File: config.mk
export PLATFORM = sky130hd
export DESIGN_NAME = seg_disp_ctrl
export DESIGN_NICKNAME = d
export VERILOG_FILES = /design/src/rtl/seg_disp_ctrl.sv
export SDC_FILE = /design/constraint.sdc
export NUM_CORES = 1
export LEC_CHECK = 0
export CAP_MARGIN = 20
export CORE_MARGIN = 1
export CORE_UTILIZATION = 48
export CTS_CLUSTER_DIAMETER = 80
export DETAILED_ROUTE_END_ITERATION = 8
export PLACE_DENSITY = 0.76
export SYNTH_ARGS = -nofsm -noshare
export SYNTH_HDL_FRONTEND = slang
export SYNTH_SLANG_ARGS = --single-unit
File: constraint.sdc
create_clock -name clk -period 5.6 [get_ports clk]
set_input_delay 0.84 -clock clk [delete_from_list [all_inputs] [get_ports clk]]
set_output_delay 0.84 -clock clk [all_outputs]
set_load 0.05 [all_outputs]
File: src/rtl/seg_disp_ctrl.sv
// seg_disp_ctrl: selects the seven-segment display source, runs the error countdown and latches op/matrix values.
module seg_disp_ctrl #(
  parameter int TICK_DIV = 50_000_000,
  parameter int CD_MIN   = 5,
  parameter int CD_MAX   = 15
) (
  input  logic       clk,
  input  logic       rst_n,
  input  logic [1:0] sys_mode,
  input  logic       err_start,
  input  logic [3:0] cd_cfg,
  input  logic       cd_abort,
  input  logic       sel_strobe,
  input  logic [2:0] op_sel_in,
  input  logic [3:0] matrix_id_in,
  output logic [1:0] mode_sel,
  output logic [2:0] op_sel,
  output logic [7:0] countdown_val,
  output logic [3:0] matrix_id_out,
  output logic       cd_busy,
  output logic       cd_done
);
  localparam int TW = TICK_DIV > 1 ? $clog2(TICK_DIV) : 1;
  typedef enum logic [1:0] {FOLLOW, COUNT, DONE} state_t;
  state_t        state_q, state_d;
  logic [TW-1:0] tick_q, tick_d;
  logic [7:0]    cd_val_q, cd_val_d, cfg_ext, load_val;
  logic [1:0]    mode_sel_q, mode_sel_d;
  logic [2:0]    op_sel_q, op_sel_d;
  logic [3:0]    mid_q, mid_d;
  logic          busy_q, busy_d, done_q, done_d, tick_end, start, latch;
  always_comb begin
    cfg_ext  = {4'b0, cd_cfg};
    load_val = cfg_ext < 8'(CD_MIN) ? 8'(CD_MIN) : cfg_ext > 8'(CD_MAX) ? 8'(CD_MAX) : cfg_ext;
    tick_end = tick_q == TW'(TICK_DIV - 1);
    start    = err_start && !cd_abort;
    state_d  = state_q;
    tick_d   = '0;
    cd_val_d = '0;
    case (state_q)
      FOLLOW: if (start) begin
        state_d  = COUNT;
        cd_val_d = load_val;
      end
      COUNT: begin
        // abort beats restart, restart beats the tick decrement
        if (cd_abort) state_d = FOLLOW;
        else if (err_start) cd_val_d = load_val;
        else if (tick_end) begin
          cd_val_d = cd_val_q - 8'd1;
          state_d  = cd_val_q == 8'd1 ? DONE : COUNT;
        end else begin
          cd_val_d = cd_val_q;
          tick_d   = tick_q + 1'b1;
        end
      end
      default: begin
        state_d  = start ? COUNT : FOLLOW;
        cd_val_d = start ? load_val : 8'd0;
      end
    endcase
    mode_sel_d = state_d == FOLLOW ? sys_mode : 2'b00;
    busy_d     = state_d == COUNT;
    done_d     = state_d == DONE;
    latch      = sel_strobe && sys_mode == 2'b11;
    op_sel_d   = latch ? op_sel_in : op_sel_q;
    mid_d      = latch ? matrix_id_in : mid_q;
  end
  always_ff @(posedge clk or negedge rst_n) begin
    if (!rst_n) begin
      state_q    <= FOLLOW;
      tick_q     <= '0;
      cd_val_q   <= '0;
      mode_sel_q <= '0;
      op_sel_q   <= '0;
      mid_q      <= '0;
      busy_q     <= 1'b0;
      done_q     <= 1'b0;
    end else begin
      state_q    <= state_d;
      tick_q     <= tick_d;
      cd_val_q   <= cd_val_d;
      mode_sel_q <= mode_sel_d;
      op_sel_q   <= op_sel_d;
      mid_q      <= mid_d;
      busy_q     <= busy_d;
      done_q     <= done_d;
    end
  end
  assign mode_sel      = mode_sel_q;
  assign op_sel        = op_sel_q;
  assign countdown_val = cd_val_q;
  assign matrix_id_out = mid_q;
  assign cd_busy       = busy_q;
  assign cd_done       = done_q;
endmodule

# Yosys cells after proc, flatten, opt, wreduce, memory -nomap -nowiden

Cells that the tools add are included.

Output and inout bits: 19
Register bits: 47
Word-level logic and storage cells: 41
Bits of input ports: 18

$lt $le $gt $ge: 1
Reductions and logical operators: 5
Add/sub/neg operators: 2
Multiplexer cells: 18
Eq/ne operators: 7

Operator list:

| operator                                                    | number |
|---|---|
| 2-to-1 mux 26 bit                                           | 4 |
| 2-to-1 mux 8 bit                                            | 4 |
| adder 26 x 1 -> 26 bit (second input constant)              | 1 |
| equality test 26 bit (second input constant)                | 1 |
| 2-to-1 mux 2 bit                                            | 6 |
| equality test 8 x 1 -> 1 bit (second input constant)        | 1 |
| 2-to-1 mux 4 bit                                            | 2 |
| subtractor 8 x 1 -> 8 bit (second input constant)           | 1 |
| equality test 2 x 1 -> 1 bit (second input constant)        | 2 |
| equality test 2 bit (second input constant)                 | 2 |
| logical NOT 2 bit                                           | 2 |
| less-than comparator 4 x 3 -> 1 bit (second input constant) | 1 |
| inequality test 4 bit (second input constant)               | 1 |
| one-hot mux 2 bit (2 select lines)                          | 1 |
| logical AND 1 bit                                           | 2 |
| logical NOT 1 bit                                           | 1 |
| 2-to-1 mux 1 bit                                            | 1 |

# Depth between registers and ports, before layout

Depth after elaboration: 8
Gate-level depth with buffers: 7

# Least setup slack after synthesis

OpenSTA, ideal clock, no wires.

Kind: in2reg
Start: in err_start
End: reg cd_val_q[7] (netlist: countdown_val[7])
Path slack: 3.593 ns
Library setup time: 0.079 ns
Arrival time: 1.927 ns
Cell stages on the path: 4
Data required time: 5.521 ns
Cells stage by stage: or4b_1 clkbuf_1 or2_2 mux2i_1

Longest elaborated chain between the ends: 3
Elaborated cells on any way between the ends: 4
Those cells by class: eq/ne: 1; mux: 3

RTL lines:

| item                 | line | source |
|---|---|---|
| start, declared      | 10   | `input logic err_start,` |
| 2-to-1 mux 8 bit     | 48   | `else if (err_start) cd_val_d = load_val;` |
| 2-to-1 mux 8 bit     | 47   | `if (cd_abort) state_d = FOLLOW;` |
| 2-to-1 mux 8 bit     | n/a  |  |
| end signal, assigned | 82   | `cd_val_q <= cd_val_d;` |
| end, declared        | 27   | `logic [7:0] cd_val_q, cd_val_d, cfg_ext, load_val;` |

Parallel ways exist; a longest one is shown, timed or not.
A chain may end at the register's enable or synchronous reset.

# Worst setup path after layout

Start: in err_start
End: reg cd_val_q[0] (netlist: countdown_val[0])

Longest elaborated chain between the ends: 3
Elaborated cells on any way between the ends: 6
Those cells by class: eq/ne: 1; mux: 4; reduce/logical: 1

RTL lines:

| item                                                  | line |
|---|---|
| 2-to-1 mux 8 bit or logical AND 1 bit (tied branches) | 48, 36 |
| 2-to-1 mux 8 bit or 2-to-1 mux 4 bit (tied branches)  | 47, 41, 59 |
| 2-to-1 mux 8 bit                                      | n/a |

Parallel ways exist; a longest one is shown, timed or not.

==> results.txt <==
In the routed design, unresolved DRC markers number 1. The minimum clock period came out at 2.516 ns. The number of antenna violations at the first check in global routing came to 0.

Across the VDD grid, the largest voltage drop is 145.2 µV. The number of pins exceeding their max-slew limit in the final report is 0. The clock-pin transition on the worst setup and hold timing paths is 0.09 ns. The number of hold-slack violations in the final timing report is 0.

No sink is reached through more buffers than the 2 on the longest clock path. The most used flip-flop cell after synthesis is sky130_fd_sc_hd__dfrtp_1. The H-tree generated during clock tree synthesis spans 2 levels.

The wire length of the first global-routing pass came out at 8.528 mm. For the pin with the worst max-slew slack, the measured transition is 0.7058 ns. The synthesis-to-layout area growth came out at 20.99%.

The setup TNS after final layout is 0 ns. STA classifies the critical path endpoint as a register. The routability congestion estimate from global placement came out at 0.8053. The latest clock arrival within the worst-skew pair is 0.30 ns. The vertical die dimension came out at 74.48 µm. The leakage power total is 1.193 nW. The region available for standard cell placement spans 5075 µm². The net count of the mapped netlist is 266. The average instance in the mapped netlist occupies 10.29 µm². sky130_fd_sc_hd__dfrtp_1 is the most common cell in the netlist.

The global-route met1 utilization is 26.97%. The flow ran to the end, but the final reports show violations. Setup violations remaining at the end of the flow were counted as 0.

The share of the core filled with cells in the final layout is 60.11%. The category of the critical setup timing path is input pin to register. Static timing analysis puts the maximum clock frequency at 397.5 MHz. The total number of clock tree sinks came out at 47. The met3 global-route usage is 4.743%. The number of cell rows is 26. The detailed-route via count came out at 2009. Data on the critical path arrives at its endpoint at 2.71 ns. The required arrival time at the worst endpoint came out at 5.79 ns. From left edge to right edge, the die measures 74.48 µm. Global routing finished with a remaining overflow of 0. Global routing consumed, over all layers together, 19.91% of the routing resources. The post-synthesis instance area is 2521 µm². The post-CTS repair timing setup buffer count came out at 0. The count of flip-flops with a built-in enable after synthesis is 0.

The post-cts hold buffer count is 0. The number of buffers inserted by port buffering is 36. The mean routed wirelength per cell is 14.22 µm.

The top cell type by area accounts for 46.65% of the synthesized area. Ranked by total cell area, the synthesized netlist is headed by sky130_fd_sc_hd__dfrtp_1, sky130_fd_sc_hd__mux2_2, sky130_fd_sc_hd__nand3_1. The sequential fraction of the synthesis area is 46.65%. The fraction of final layout cells with drive strength greater than 1 is 13.52%. The largest driver fanout on the critical path came out at 24.

The maximum number of pins on one net before global-route repair came out at 48. The initial core utilization came out at 49.68%. The worst clock skew is 0.007120 ns.

The detailed router's first-iteration violation count is 128. met2 is the most crowded layer. The final reports fail on design-rule violations. The synthesis-stage register bit count is 47. The total power density per cell area came out at 246.1 nW/µm².

Counting instances in the post-synthesis netlist gives the leading cell types as sky130_fd_sc_hd__dfrtp_1, sky130_fd_sc_hd__nor2_1, sky130_fd_sc_hd__nand3_1, sky130_fd_sc_hd__a21oi_1, sky130_fd_sc_hd__nand2_1. The total non-filler cell area in the finished layout came out at 3050 µm². The gate count of the mapped netlist came out at 245. The number of placed I/O pins came out at 37. Setup repair after global routing left no endpoint under its margin. The met2 track demand over resource came out at 32.73%. The via count of the first global-routing pass is 1844. TritonCTS built the clock tree.

The number of gates resized after CTS was 0. The iteration count of the initial detailed-routing pass is 6. The detail route stage leaves a number of antenna-violating nets equal to 0. The synthesized netlist contains 47 unique library cells. The part of the cycle the worst path needs is 44.92%. The number of synthesis warnings is 0.

The fraction of registers with async set or reset after synthesis came out at 100.0%. The HPWL after detailed placement is 3.404 mm. Of all cell types, the one taking the most synthesized area is sky130_fd_sc_hd__dfrtp_1. The headroom to the max-slew limit is 52.56%. The number of diodes is 0. The number of buffers added by the clock tree synthesis step is 5. The placed instances occupy a cell area of 2903 µm². The via-per-instance ratio is 5.724. The die covers 5547 µm². The tightest min-delay check is of the input pin to asynchronous set/reset pin type. The worst setup path is launched from an input pin. The cell at the root of the clock tree is sky130_fd_sc_hd__clkbuf_8.

Max-cap violations in this run came to 0. The net count of the finished layout is 301. The total wirelength of the detailed-routed design is 4.990 mm.
## through the flow
| stage | hold WS [ns] | worst slack [ns] | std cells | total power, mW |
|---|---|---|---|---|
| floorplan | 0.4864 | 3.593 | 245 | 0.4523 |
| global placement | 0.4868 | 2.585 | 341 | 0.5058 |
| detailed placement | 0.4915 | 2.495 | 341 | 0.5075 |
| CTS | 0.5160 | 2.755 | 349 | 0.7552 |
| global route | 0.4806 | 2.979 | 351 | 0.7855 |
| finish | 0.4650 | 3.085 | 351 | 0.7508 |
## report_power, final
part | leakage, nW | switching (mW) | internal (mW)
logic | 0.503 | 0.0840 | 0.0548
registers | 0.632 | 0.0108 | 0.354
clock network | 0.0581 | 0.114 | 0.133
## routing by layer
layer | up-vias | wire (µm)
li1 | 984 | -
met5 | - | 0
met1 | 983 | 2368
met4 | 0 | 27
met2 | 37 | 2404
met3 | 5 | 189
## worst max-delay path: stages
cell and delay, ns:
sky130_fd_sc_hd__clkdlybuf4s50_1 0.48, sky130_fd_sc_hd__nor4_2 0.67, sky130_fd_sc_hd__o21ai_2 0.21, sky130_fd_sc_hd__buf_8 0.23, sky130_fd_sc_hd__o221a_2 0.27
## final timing paths
path                                  startpoint                to  slack [ns]  depth (start not counted)
max in group asynchronous                  rst_n           cd_busy        4.64                          2
worst min-delay path                       rst_n        tick_q[21]        0.46                          1
worst max register to register         tick_q[0]  countdown_val[0]        3.40                          5
min in group clk                matrix_id_out[3]  matrix_id_out[3]        0.51                          1
worst max-delay path                   err_start  countdown_val[0]        3.08                          5
worst min register to register  matrix_id_out[3]  matrix_id_out[3]        0.51                          1
## flip-flops by register name, summed over array words and instances, names as in the netlist
signal	count
cd_busy	1
cd_done	1
countdown_val	8
matrix_id_out	4
mode_sel	2
op_sel	3
state_q	2
tick_q	26
## cell families (layout without fill, tap and decap cells)
family / after synthesis / after routing / synth area share [%]
XOR/XNOR: 12 / 12 / 4.169
flip-flops: 47 / 47 / 46.65
AND/OR/NAND/NOR: 119 / 119 / 30.07
buffers and inverters: 14 / 50 / 3.027
adder cells (fa/ha/maj): 3 / 3 / 1.489
AO/OA/AOI/OAI: 38 / 38 / 9.429
multiplexers: 12 / 12 / 5.161
## layout by cell type, fill, tap and decap left out, drive strengths merged, types with 5 or more instances in the layout
master	instances
or4	8
nor4	5
nor2	19
nand2	13
o21ai	10
nor3	9
o31ai	7
xor2	9
mux2	8
or3	7
dfrtp	47
a21oi	13
or2	5
clkdlybuf4s50	35
and3	5
clkbuf	5
nand3	17
nand4	12
## final cells by class
type                            instances  area [µm²]
Fill cell                             440        2024
Multi-Input combinational cell        184        1269
Sequential cell                        47        1176
Timing Repair Buffer                   38       390.4
Tap cell                               70       87.58
Clock buffer                            5       68.82
Clock inverter                          3       43.79
Inverter                                4       15.01
Note: power is estimated with default switching activity, not from simulation.
